**src/rtl/uart_bitvec_bridge_pkg.sv**
```systemverilog
// rtl/uart_bitvec_bridge_pkg.sv - shared states, character constants and hex helper for the bit-vector bridge
package bitvec_bridge_pkg;

  typedef enum logic [2:0] {
    SNAP,
    BITS,
    CSUM_HI,
    CSUM_LO,
    TERM
  } state_e;

  localparam logic [7:0] DEFAULT_TERM_CHAR = 8'h2A;
  localparam logic [7:0] DEFAULT_ZERO_CHAR = 8'h30;

  function automatic logic [7:0] hex_ascii(input logic [3:0] nibble);
    if (nibble < 4'd10) begin
      return 8'h30 + {4'd0, nibble};
    end
    return 8'h37 + {4'd0, nibble};
  endfunction

endpackage

```
**src/rtl/uart_bitvec_bridge_if.sv**
```systemverilog
// rtl/uart_bitvec_bridge_if.sv - usb_uart byte-stream pair (uart_out -> rx, tx -> uart_in)
interface uart_bitvec_bridge_if;

  logic [7:0] rx_data;
  logic       rx_valid;
  logic       rx_ready;
  logic [7:0] tx_data;
  logic       tx_valid;
  logic       tx_ready;

  modport master (
    output rx_data, rx_valid, tx_ready,
    input  rx_ready, tx_data, tx_valid
  );

  modport slave (
    input  rx_data, rx_valid, tx_ready,
    output rx_ready, tx_data, tx_valid
  );

endinterface

```
**src/rtl/uart_bitvec_bridge_tx.sv**
```systemverilog
// rtl/uart_bitvec_bridge_tx.sv - snapshot-and-serialise FSM; BITVEC_BRIDGE_CHECKSUM_EN adds a hex checksum
module bitvec_tx_serializer
  import bitvec_bridge_pkg::*;
#(
  parameter int         OUT_LEN   = 64,
  parameter logic [7:0] TERM_CHAR = DEFAULT_TERM_CHAR,
  parameter logic [7:0] ZERO_CHAR = DEFAULT_ZERO_CHAR
) (
  input  logic               clk_48mhz,
  input  logic               reset,
  input  logic [OUT_LEN-1:0] out_vec,
  input  logic               tx_ready,
  output logic               tx_valid,
  output logic [7:0]         tx_data,
  output logic [15:0]        frame_count
);

  localparam int IDX_W = (OUT_LEN > 1) ? $clog2(OUT_LEN) : 1;
  localparam logic [IDX_W-1:0] LAST_IDX = IDX_W'(OUT_LEN - 1);

  state_e             state_q, state_d;
  logic [OUT_LEN-1:0] shadow_q, shadow_d;
  logic [IDX_W-1:0]   idx_q, idx_d;
  logic [IDX_W-1:0]   idx_next;
  logic               next_bit;
  logic               tx_valid_q, tx_valid_d;
  logic [7:0]         tx_data_q, tx_data_d;
  logic [15:0]        frame_count_q, frame_count_d;
  logic               xfer;
`ifdef BITVEC_BRIDGE_CHECKSUM_EN
  logic [7:0]         sum_q, sum_d;
`endif

  function automatic logic [7:0] bit_char(input logic b);
    return ZERO_CHAR + {7'd0, b};
  endfunction

  assign xfer     = tx_valid_q && tx_ready;
  assign idx_next = idx_q + IDX_W'(1);

  always_comb begin
    next_bit = 1'b0;
    for (int i = 0; i < OUT_LEN; i++) begin
      if (idx_next == IDX_W'(i)) next_bit = shadow_q[i];
    end
  end

  // tx_data/tx_valid are registered, so each branch prepares the byte presented next cycle
  always_comb begin
    state_d       = state_q;
    shadow_d      = shadow_q;
    idx_d         = idx_q;
    tx_valid_d    = tx_valid_q;
    tx_data_d     = tx_data_q;
    frame_count_d = frame_count_q;
`ifdef BITVEC_BRIDGE_CHECKSUM_EN
    sum_d         = sum_q;
`endif
    case (state_q)
      SNAP: begin
        shadow_d   = out_vec;
        idx_d      = '0;
        tx_valid_d = 1'b1;
        tx_data_d  = bit_char(out_vec[0]);
        state_d    = BITS;
`ifdef BITVEC_BRIDGE_CHECKSUM_EN
        sum_d      = 8'd0;
`endif
      end
      BITS: begin
        if (xfer) begin
`ifdef BITVEC_BRIDGE_CHECKSUM_EN
          sum_d = sum_q + tx_data_q;
`endif
          if (idx_q != LAST_IDX) begin
            idx_d     = idx_next;
            tx_data_d = bit_char(next_bit);
          end else begin
`ifdef BITVEC_BRIDGE_CHECKSUM_EN
            state_d   = CSUM_HI;
            tx_data_d = hex_ascii(sum_d[7:4]);
`else
            state_d   = TERM;
            tx_data_d = TERM_CHAR;
`endif
          end
        end
      end
`ifdef BITVEC_BRIDGE_CHECKSUM_EN
      CSUM_HI: begin
        if (xfer) begin
          state_d   = CSUM_LO;
          tx_data_d = hex_ascii(sum_q[3:0]);
        end
      end
      CSUM_LO: begin
        if (xfer) begin
          state_d   = TERM;
          tx_data_d = TERM_CHAR;
        end
      end
`endif
      TERM: begin
        if (xfer) begin
          frame_count_d = frame_count_q + 16'd1;
          tx_valid_d    = 1'b0;
          state_d       = SNAP;
        end
      end
      default: begin
        tx_valid_d = 1'b0;
        state_d    = SNAP;
      end
    endcase
  end

  always_ff @(posedge clk_48mhz) begin
    if (!reset) begin
      state_q       <= SNAP;
      shadow_q      <= '0;
      idx_q         <= '0;
      tx_valid_q    <= 1'b0;
      tx_data_q     <= 8'd0;
      frame_count_q <= 16'd0;
`ifdef BITVEC_BRIDGE_CHECKSUM_EN
      sum_q         <= 8'd0;
`endif
    end else begin
      state_q       <= state_d;
      shadow_q      <= shadow_d;
      idx_q         <= idx_d;
      tx_valid_q    <= tx_valid_d;
      tx_data_q     <= tx_data_d;
      frame_count_q <= frame_count_d;
`ifdef BITVEC_BRIDGE_CHECKSUM_EN
      sum_q         <= sum_d;
`endif
    end
  end

  assign tx_valid    = tx_valid_q;
  assign tx_data     = tx_data_q;
  assign frame_count = frame_count_q;

endmodule

```
**src/rtl/uart_bitvec_bridge.sv**
```systemverilog
// rtl/uart_bitvec_bridge.sv - usb_uart byte stream to core bit-vector bridge; BITVEC_BRIDGE_CHECKSUM_EN selects checksummed frames
module uart_bitvec_bridge
  import bitvec_bridge_pkg::*;
#(
  parameter int         IN_LEN    = 64,
  parameter int         OUT_LEN   = 64,
  parameter logic [7:0] TERM_CHAR = DEFAULT_TERM_CHAR,
  parameter logic [7:0] ZERO_CHAR = DEFAULT_ZERO_CHAR
) (
  input  logic                clk_48mhz,
  input  logic                reset,
  uart_bitvec_bridge_if.slave bus,
  output logic [IN_LEN-1:0]   in_vec,
  input  logic [OUT_LEN-1:0]  out_vec,
  output logic                rx_seen,
  output logic                rx_err,
  output logic [15:0]         frame_count
);

  logic              rx_ready_q, rx_ready_d;
  logic [IN_LEN-1:0] in_vec_q, in_vec_d;
  logic              rx_seen_q, rx_seen_d;
  logic              rx_err_q, rx_err_d;
  logic [6:0]        addr;
  logic              val;
  logic              rx_xfer;
  logic              in_range;

  assign addr     = bus.rx_data[7:1];
  assign val      = bus.rx_data[0];
  assign rx_xfer  = bus.rx_valid && rx_ready_q;
  assign in_range = ({25'd0, addr} < 32'(IN_LEN));

  always_comb begin
    rx_ready_d = 1'b1;
    in_vec_d   = in_vec_q;
    rx_seen_d  = rx_seen_q;
    rx_err_d   = rx_err_q;
    if (rx_xfer) begin
      if (in_range) begin
        for (int i = 0; i < IN_LEN; i++) begin
          if (addr == 7'(i)) in_vec_d[i] = val;
        end
        rx_seen_d = 1'b1;
      end else begin
        rx_err_d = 1'b1;
      end
    end
  end

  always_ff @(posedge clk_48mhz) begin
    if (!reset) begin
      rx_ready_q <= 1'b0;
      in_vec_q   <= '0;
      rx_seen_q  <= 1'b0;
      rx_err_q   <= 1'b0;
    end else begin
      rx_ready_q <= rx_ready_d;
      in_vec_q   <= in_vec_d;
      rx_seen_q  <= rx_seen_d;
      rx_err_q   <= rx_err_d;
    end
  end

  assign bus.rx_ready = rx_ready_q;
  assign in_vec       = in_vec_q;
  assign rx_seen      = rx_seen_q;
  assign rx_err       = rx_err_q;

  bitvec_tx_serializer #(
    .OUT_LEN   (OUT_LEN),
    .TERM_CHAR (TERM_CHAR),
    .ZERO_CHAR (ZERO_CHAR)
  ) u_tx (
    .clk_48mhz   (clk_48mhz),
    .reset       (reset),
    .out_vec     (out_vec),
    .tx_ready    (bus.tx_ready),
    .tx_valid    (bus.tx_valid),
    .tx_data     (bus.tx_data),
    .frame_count (frame_count)
  );

endmodule
```
**src/flat_wrapper.sv**
```systemverilog
// flat-port wrapper written by rule: the top's interface ports become plain ports
module uart_bitvec_bridge_flat import bitvec_bridge_pkg::*;
#(
  parameter int         IN_LEN    = 64,
  parameter int         OUT_LEN   = 64,
  parameter logic [7:0] TERM_CHAR = DEFAULT_TERM_CHAR,
  parameter logic [7:0] ZERO_CHAR = DEFAULT_ZERO_CHAR
)
  (clk_48mhz, reset, in_vec, out_vec, rx_seen, rx_err, frame_count, bus_rx_data, bus_rx_valid, bus_tx_ready, bus_rx_ready, bus_tx_data, bus_tx_valid);
  uart_bitvec_bridge_if bus_i ();
  input  logic clk_48mhz;
  input  logic reset;
  output logic [IN_LEN-1:0] in_vec;
  input  logic [OUT_LEN-1:0] out_vec;
  output logic rx_seen;
  output logic rx_err;
  output logic [15:0] frame_count;
  input wire logic [$bits(bus_i.rx_data)-1:0] bus_rx_data;
  input wire logic [$bits(bus_i.rx_valid)-1:0] bus_rx_valid;
  input wire logic [$bits(bus_i.tx_ready)-1:0] bus_tx_ready;
  output wire logic [$bits(bus_i.rx_ready)-1:0] bus_rx_ready;
  output wire logic [$bits(bus_i.tx_data)-1:0] bus_tx_data;
  output wire logic [$bits(bus_i.tx_valid)-1:0] bus_tx_valid;
  assign bus_i.rx_data = bus_rx_data;
  assign bus_i.rx_valid = bus_rx_valid;
  assign bus_i.tx_ready = bus_tx_ready;
  assign bus_rx_ready = bus_i.rx_ready;
  assign bus_tx_data = bus_i.tx_data;
  assign bus_tx_valid = bus_i.tx_valid;
  uart_bitvec_bridge #(.IN_LEN(IN_LEN), .OUT_LEN(OUT_LEN), .TERM_CHAR(TERM_CHAR), .ZERO_CHAR(ZERO_CHAR)) u_core (.clk_48mhz(clk_48mhz), .reset(reset), .bus(bus_i), .in_vec(in_vec), .out_vec(out_vec), .rx_seen(rx_seen), .rx_err(rx_err), .frame_count(frame_count));
endmodule
```
**config.mk**
```make
export PLATFORM = sky130hd
export DESIGN_NAME = uart_bitvec_bridge_flat
export DESIGN_NICKNAME = d
export VERILOG_FILES = /design/src/rtl/uart_bitvec_bridge_pkg.sv /design/src/rtl/uart_bitvec_bridge_if.sv /design/src/rtl/uart_bitvec_bridge_tx.sv /design/src/rtl/uart_bitvec_bridge.sv /design/src/flat_wrapper.sv
export SDC_FILE = /design/constraint.sdc
export NUM_CORES = 1
export LEC_CHECK = 0
export CAP_MARGIN = 10
export CELL_PAD_IN_SITES_DETAIL_PLACEMENT = 1
export CELL_PAD_IN_SITES_GLOBAL_PLACEMENT = 1
export CORE_ASPECT_RATIO = 1.75
export CORE_MARGIN = 8
export CORE_UTILIZATION = 35
export CTS_BUF_LIST = sky130_fd_sc_hd__clkbuf_2 sky130_fd_sc_hd__clkbuf_4 sky130_fd_sc_hd__clkbuf_8
export DETAILED_ROUTE_END_ITERATION = 6
export PLACE_DENSITY_LB_ADDON = 0.15
export SKIP_CTS_REPAIR_TIMING = 1
export SLEW_MARGIN = 20
export SYNTH_ARGS = -nofsm -noshare
export SYNTH_HDL_FRONTEND = slang
export SYNTH_SLANG_ARGS = --single-unit
```
**constraint.sdc**
```tcl
create_clock -name clk_48mhz -period 2.5 [get_ports clk_48mhz]
set_input_delay 0.5 -clock clk_48mhz [delete_from_list [all_inputs] [get_ports clk_48mhz]]
set_output_delay 0.5 -clock clk_48mhz [all_outputs]
set_load 0.01 [all_outputs]
```
==> run metrics, run 1 <==
initial antenna violation count=3; share of post-route cells with drive strength above 1=15.25%; area grow syn2layout=38.99%; total track usage=21.81%; Worst R2R Setup Slack=90 ps; Synth cell types=67; Die Span Y=218.9 um; Fill cells=2831; crit path DAT=2800 ps; endpoints failing hold=0; # DRC=0; first-pass GRT wire length=49.74 mm; Final #Nets=1367; final WL=31.95 mm; Post-synth EDFFs=0; Max H-tree Level=4; switching power=0.001443 W; relative slew slack=59.45%; CTS Buffer Depth=2; Clock Sinks=160; CTS tree=built; clock latency on the worst-skew pair=480 ps; Worst Setup Slack, final=91.10 ps; pre-CTS setup slack=-202.1 ps; port bufs=164; Pre-antenna DRT Iters=5; Pint=0.004003 W; boundary pin count=168; clk slew on worst S/H paths=100 ps; core box area=0.02324 mm2; Worst Setup End Kind=register; FF/Latch Area=0.003212 mm2; number of max-cap violations=0; status=finished clean; FF+latch count, synth=160; Sw Share=26.50%; routed vias=8589; Syn Std Cell Area=0.008234 mm2; FMAX=415.1 MHz; fin crit share=96.36%; CP dominant cell by count=buf_4; critical path cell sequence=buf_4 -> a21bo_2 -> a211oi_2 -> or2_1 -> a22oi_1 -> a21oi_2 -> o31ai_2 -> buf_4 -> a41oi_1; slowest cell on the critical path=dfxtp_4; main flop type after synthesis=dfxtp_1; initial DRC count=411; Die X=131.9 um; final setup TNS=0 ps; Flop pwr share=49.0%; leakage power=4.107 nW; post-route ant nets=0; vias in the first global route=9231; required time worst endpoint=2890 ps; final setup fails=0; sequential area share after synthesis=38.90%; Gate power share=10.3%; largest net degree at the start of global routing=65; gpl congestion=0.9932; critical path type=register to register; full die area=0.02888 mm2; synthesized area per cell=7.710 um2; CTS Buf Count=17; wire per inst=19.93 um; fin crit period=2409 ps; HPWL after DPL=24.31 mm; Setup Skew=14.68 ps; HP Class=primary input to register; GR Overflow Total=0; Worst path max stage delay=380 ps; ys async rst share=0%; Pwr per Cell Area=475.8 mW/mm2; critical path startpoint category=register; Worst Tran Pin Value=603.5 ps; area occupied by multi-input gates=0.004707 mm2; clock share of power=40.7%; num rows=74; initial core utilization=35.43%; final max-slew violation count=0; DR vias/cell=5.358; Syn Inst Count=1068; yosys synthesis warning count=0; clk root buf=clkbuf_8; Crit Path Max Fanout=11; IR Drop Worst-Case VDD=0.3642 mV
-- layer usage --
layer  part of all wire [%]  global-route usage, %  up-vias
met5                   0.12                      0        -
met4                    4.6                  12.47        6
met3                    5.6                  6.296       77
met2                     55                  42.19      217
met1                     35                  19.79     4154
li1                       -                      -     4135
-- worst max-delay path: cells and delay by family, from the launching register on --
kind,cells,cell delay (ps)
flip-flops,1,380
AO/OA/AOI/OAI,6,1340
AND/OR/NAND/NOR,1,260
buffers and inverters,2,330
-- final timing paths --
kind	startpoint	end	cells after the start
setup / recovery	u_core.u_tx.idx_q[1]$_SDFFE_PN0P_	u_core.u_tx.tx_data[0]$_SDFFE_PN0P_	9
hold / removal	reset	u_core.bus.rx_ready$_DFF_P_	1
setup reg to reg	u_core.u_tx.idx_q[1]$_SDFFE_PN0P_	u_core.u_tx.tx_data[0]$_SDFFE_PN0P_	9
hold reg to reg	u_core.in_vec[17]$_SDFFE_PN0P_	u_core.in_vec[17]$_SDFFE_PN0P_	2
-- cell usage in the layout, fill, tap and decap left out, types with 8 or more instances in the layout --
master and count:
nand3_1 40, nor3b_1 9, nor2b_1 15, a21oi_1 24, and2_1 24, nor3_1 10
o211ai_1 9, inv_1 15, o21ai_0 62, nand2b_1 8, dfxtp_1 157, a21boi_0 130
nor2_1 47, nand2_1 241, xnor2_1 12, clkdlybuf4s50_1 162, nand4_1 30, clkbuf_8 17
buf_4 122
-- per-stage QoR --
stage	cell area (um2)	cells	power, W	utilization, %	hold slack, ps
global placement	10840	1567	0.003274	46.63	449.2
finish	11440	1603	0.005446	49.25	364.8
detailed placement	10840	1567	0.003282	46.63	458.3
floorplan	8242	1070	0.002976	-	438.2
CTS	11280	1599	0.005505	48.55	340.5
global route	11440	1602	0.005663	49.24	354.6
-- registers in the layout, indices dropped and copies added (netlist names) --
register / cells
u_core.in_vec: 64
u_core.u_tx.shadow_q: 64
u_core.u_tx.frame_count: 16
u_core.u_tx.idx_q: 6
u_core.u_tx.tx_data: 4
u_core.u_tx.state_q: 2
u_core.bus.rx_ready: 1
u_core.rx_err: 1
u_core.rx_seen: 1
u_core.u_tx.tx_valid: 1
-- power by group through the flow --
stage,clock network [W],registers (W),logic [W]
2_1_floorplan,0,0.00271,0.000269
3_3_place_gp,0,0.00273,0.000546
3_5_place_dp,0,0.00273,0.000553
4_1_cts,0.00228,0.00267,0.000555
5_1_grt,0.00237,0.00268,0.000611
6_report,0.00222,0.00267,0.000561
-- cell type report --
cell class | instances | area share [%]
Multi-Input combinational cell | 800 | 41.13
Sequential cell | 160 | 28.06
Timing Repair Buffer | 290 | 23.01
Tap cell | 304 | 3.324
Clock buffer | 18 | 2.110
Clock inverter | 14 | 1.782
Inverter | 16 | 0.5576
Antenna cell | 1 | 0.02187
-- logic make-up after synthesis --
group | share of synthesized area (%)
adder cells (fa/ha/maj) | 0.9117
flip-flops | 38.90
other | 0.04554
XOR/XNOR | 1.489
AND/OR/NAND/NOR | 25.66
AO/OA/AOI/OAI | 26.85
multiplexers | 0.4863
buffers and inverters | 5.653
-- synth_stat cells, types with 3 or more instances --
cell type | count | area (um2)
mux2i_1 | 4 | 40.04
a32oi_1 | 5 | 43.79
a21boi_0 | 131 | 983.4
clkbuf_1 | 72 | 270.3
a32o_1 | 4 | 40.04
or2_1 | 3 | 18.77
buf_2 | 15 | 75.07
and3_1 | 6 | 37.54
nor2_1 | 48 | 180.2
nand2b_1 | 9 | 56.30
nor2b_1 | 15 | 93.84
nand4_1 | 30 | 187.7
o31ai_1 | 5 | 37.54
xnor2_1 | 12 | 105.1
o22ai_1 | 4 | 25.02
dfxtp_1 | 160 | 3203
and2_1 | 24 | 150.1
or2_2 | 3 | 18.77
nor3b_1 | 9 | 67.56
o211ai_1 | 9 | 67.56
a21o_1 | 3 | 22.52
o221ai_1 | 7 | 61.31
or3_1 | 4 | 25.02
a22oi_1 | 5 | 37.54
nand3_1 | 40 | 200.2
ha_1 | 6 | 75.07
o21a_1 | 6 | 45.04
a31oi_1 | 5 | 31.28
nor3_1 | 12 | 60.06
inv_1 | 15 | 56.30
a211oi_1 | 5 | 37.54
buf_4 | 5 | 37.54
a221oi_1 | 4 | 35.03
a221o_1 | 3 | 30.03
a21oi_1 | 28 | 140.1
nand3b_1 | 5 | 37.54
o21ai_0 | 66 | 330.3
nand2_1 | 242 | 908.4
Power figures use the tool's default switching activity.
==> run 2, diff against run 1 <==
--- a/config.mk
+++ b/config.mk
@@ -13,6 +13,8 @@
 export CORE_UTILIZATION = 35
 export CTS_BUF_LIST = sky130_fd_sc_hd__clkbuf_2 sky130_fd_sc_hd__clkbuf_4 sky130_fd_sc_hd__clkbuf_8
 export DETAILED_ROUTE_END_ITERATION = 6
+export GPL_ROUTABILITY_DRIVEN = 0
+export MAX_ROUTING_LAYER = met4
 export PLACE_DENSITY_LB_ADDON = 0.15
 export SKIP_CTS_REPAIR_TIMING = 1
 export SLEW_MARGIN = 20
==> run 2 against run 1 <==
  * Sequential share of layout area is 0.41 points higher
  * Final cell count fell by 1.2%
  * Power is 4.4% lower
  * Register-to-register slack worse by 20 ps
  * Combinational power shrank 2%
==> run metrics, run 2 (same netlist as run 1, synthesis figures left out) <==
status=finished clean (unchanged); wire per inst=19.61 um (was 19.93 um); Worst R2R Setup Slack=70 ps (was 90 ps); Final #Nets=1349 (was 1367); vias in the first global route=8975 (was 9231); HPWL after DPL=23.40 mm (was 24.31 mm); area grow syn2layout=37.03% (was 38.99%); HP Class=primary input to register (unchanged); Setup Skew=13.56 ps (was 14.68 ps); CTS Buf Count=17 (unchanged); GR Util met1=20.41% (was 19.79%); critical path startpoint category=register (unchanged); leakage power=4.000 nW (was 4.107 nW); RR Startpoint=u_core.u_tx.idx_q[1]$_SDFFE_PN0P_ (unchanged); fin area=0.01128 mm2 (was 0.01144 mm2); most frequent cells in the layout=nand2_1, clkdlybuf4s50_1, dfxtp_1, a21boi_0, buf_4 (unchanged); reg2reg end=u_core.u_tx.tx_data[0]$_SDFFE_PN0P_ (unchanged); required time worst endpoint=2900 ps (was 2890 ps); dpl cell area=0.01075 mm2 (was 0.01084 mm2); number of max-cap violations=0 (unchanged); Hold Startpoint=reset (unchanged); initial core utilization=35.43% (unchanged); clk slew on worst S/H paths=90 ps (was 100 ps); clk root buf=clkbuf_8 (unchanged); commonest non-fill, non-tap cell in the layout=nand2_1 (unchanged); critical path type=register to register (unchanged); utilization after layout=48.55% (was 49.25%); fin crit share=97.35% (was 96.36%); fin crit period=2434 ps (was 2409 ps); full die area=0.02888 mm2 (unchanged); final setup fails=0 (unchanged); crit path DAT=2830 ps (was 2800 ps); Die Span Y=218.9 um (unchanged); Reg2Reg Depth=10 (was 9); DR vias/cell=5.412 (was 5.358); Worst Setup End Kind=register (unchanged); Clock Sinks=160 (unchanged); largest net degree at the start of global routing=71 (was 65); met2 GRT Util=40.15% (was 42.19%); Pre-antenna DRT Iters=5 (unchanged); busiest grt layer=met2 (unchanged); routed vias=8567 (was 8589); Max H-tree Level=4 (unchanged); CP dominant cell by count=buf_4 (unchanged); endpoints failing hold=0 (unchanged); final max-slew violation count=0 (unchanged); port bufs=164 (unchanged); num rows=74 (unchanged); Die X=131.9 um (unchanged); relative slew slack=58.79% (was 59.45%); initial antenna violation count=1 (was 3); slowest cell on the critical path=a211oi_2 (was dfxtp_4); final setup TNS=0 ps (unchanged); CTS Buffer Depth=2 (unchanged); core box area=0.02324 mm2 (unchanged); met3 Usage GRT=5.540% (was 6.296%); CTS tree=built (unchanged); boundary pin count=168 (unchanged); unrepaired setup endpoints after global routing=false; first-pass GRT wire length=48.36 mm (was 49.74 mm); Pwr per Cell Area=461.6 mW/mm2 (was 475.8 mW/mm2); Worst path max stage delay=400 ps (was 380 ps); total track usage=21.72% (was 21.81%); hold endpoint=u_core.u_tx.tx_data[3]$_SDFFE_PN0P_ (was u_core.bus.rx_ready$_DFF_P_); # DRC=0 (unchanged); hold path cells=2 (was 1); critical path cell sequence=buf_12 -> nand3b_1 -> a211oi_2 -> buf_4 -> o211a_1 -> o221ai_1 -> a211oi_1 -> o31ai_1 -> buf_4 -> a41oi_2 (was buf_4 -> a21bo_2 -> a211oi_2 -> or2_1 -> a22oi_1 -> a21oi_2 -> o31ai_2 -> buf_4 -> a41oi_1); share of post-route cells with drive strength above 1=13.31% (was 15.25%); GR Overflow Total=0 (unchanged); Worst Tran Pin Value=618.2 ps (was 603.5 ps); Hold Slack=394.1 ps (was 364.8 ps); initial DRC count=376 (was 411); clock latency on the worst-skew pair=480 ps (about the same); post-route ant nets=0 (unchanged); IR Drop Worst-Case VDD=0.3366 mV (was 0.3642 mV); Crit Path Max Fanout=13 (was 11); final WL=31.04 mm (was 31.95 mm); FMAX=410.9 MHz (was 415.1 MHz)
-- run 2: through the flow --
stage / cells / total power, W / setup slack, ps
CTS: 1579 / 0.005267 / -118.1
floorplan: 1070 / 0.002976 / 73.91
global placement: 1550 / 0.003267 / -77.67
finish: 1583 / 0.005208 / 66.17
detailed placement: 1550 / 0.003274 / -86.22
global route: 1582 / 0.005425 / 10.13
-- run 2: worst max-delay path by stage --
stage / depth (start not counted) / startpoint / slack [ps] / endpoint
6_report: 10 / u_core.u_tx.idx_q[1]$_SDFFE_PN0P_ / 70 / u_core.u_tx.tx_data[0]$_SDFFE_PN0P_
5_1_grt: 11 / u_core.u_tx.idx_q[1]$_SDFFE_PN0P_ / 10 / u_core.u_tx.tx_data[0]$_SDFFE_PN0P_
4_1_cts: 10 / u_core.u_tx.idx_q[0]$_SDFFE_PN0P_ / -120 / u_core.u_tx.tx_data[0]$_SDFFE_PN0P_
3_5_place_dp: 10 / u_core.u_tx.idx_q[0]$_SDFFE_PN0P_ / -90 / u_core.u_tx.tx_data[0]$_SDFFE_PN0P_
3_3_place_gp: 10 / u_core.u_tx.idx_q[0]$_SDFFE_PN0P_ / -80 / u_core.u_tx.tx_data[0]$_SDFFE_PN0P_
2_1_floorplan: 11 / u_core.u_tx.idx_q[0]$_SDFFE_PN0P_ / 70 / u_core.u_tx.tx_data[0]$_SDFFE_PN0P_
-- run 2: per-layer routing --
metal	wire [um]	vias up
met4	1312	0
li1	-	4114
met2	16700	216
met3	1561	70
met5	0	-
met1	11460	4167
-- run 2: layout make-up --
| cell class | count | area (um2) |
|---|---|---|
| sequential | 160 | 3213 |
| tap | 304 | 380.4 |
| fill | 2808 | 11960 |
| clock buffer | 19 | 249.0 |
| timing repair buffer | 272 | 2577 |
| multi-input combinational | 800 | 4653 |
| clock inverter | 10 | 141.4 |
| inverter | 16 | 63.81 |
| antenna | 2 | 5.005 |
-- run 2: worst max-delay path, delay by kind of cell (launching register included) --
kind            cells  cell delay (ps)
compound gates      6             1210
simple gates        1              260
buf+inv             3              480
flops               1              390
-- run 2: where the power goes --
| group | leakage [nW] | internal [W] | switching [W] |
|---|---|---|---|
| sequential | 1.31 | 0.00261 | 0.0000575 |
| clock | 0.194 | 0.000992 | 0.000999 |
| combinational | 2.50 | 0.000270 | 0.000277 |
| total | 4.00 | 0.00387 | 0.00133 |
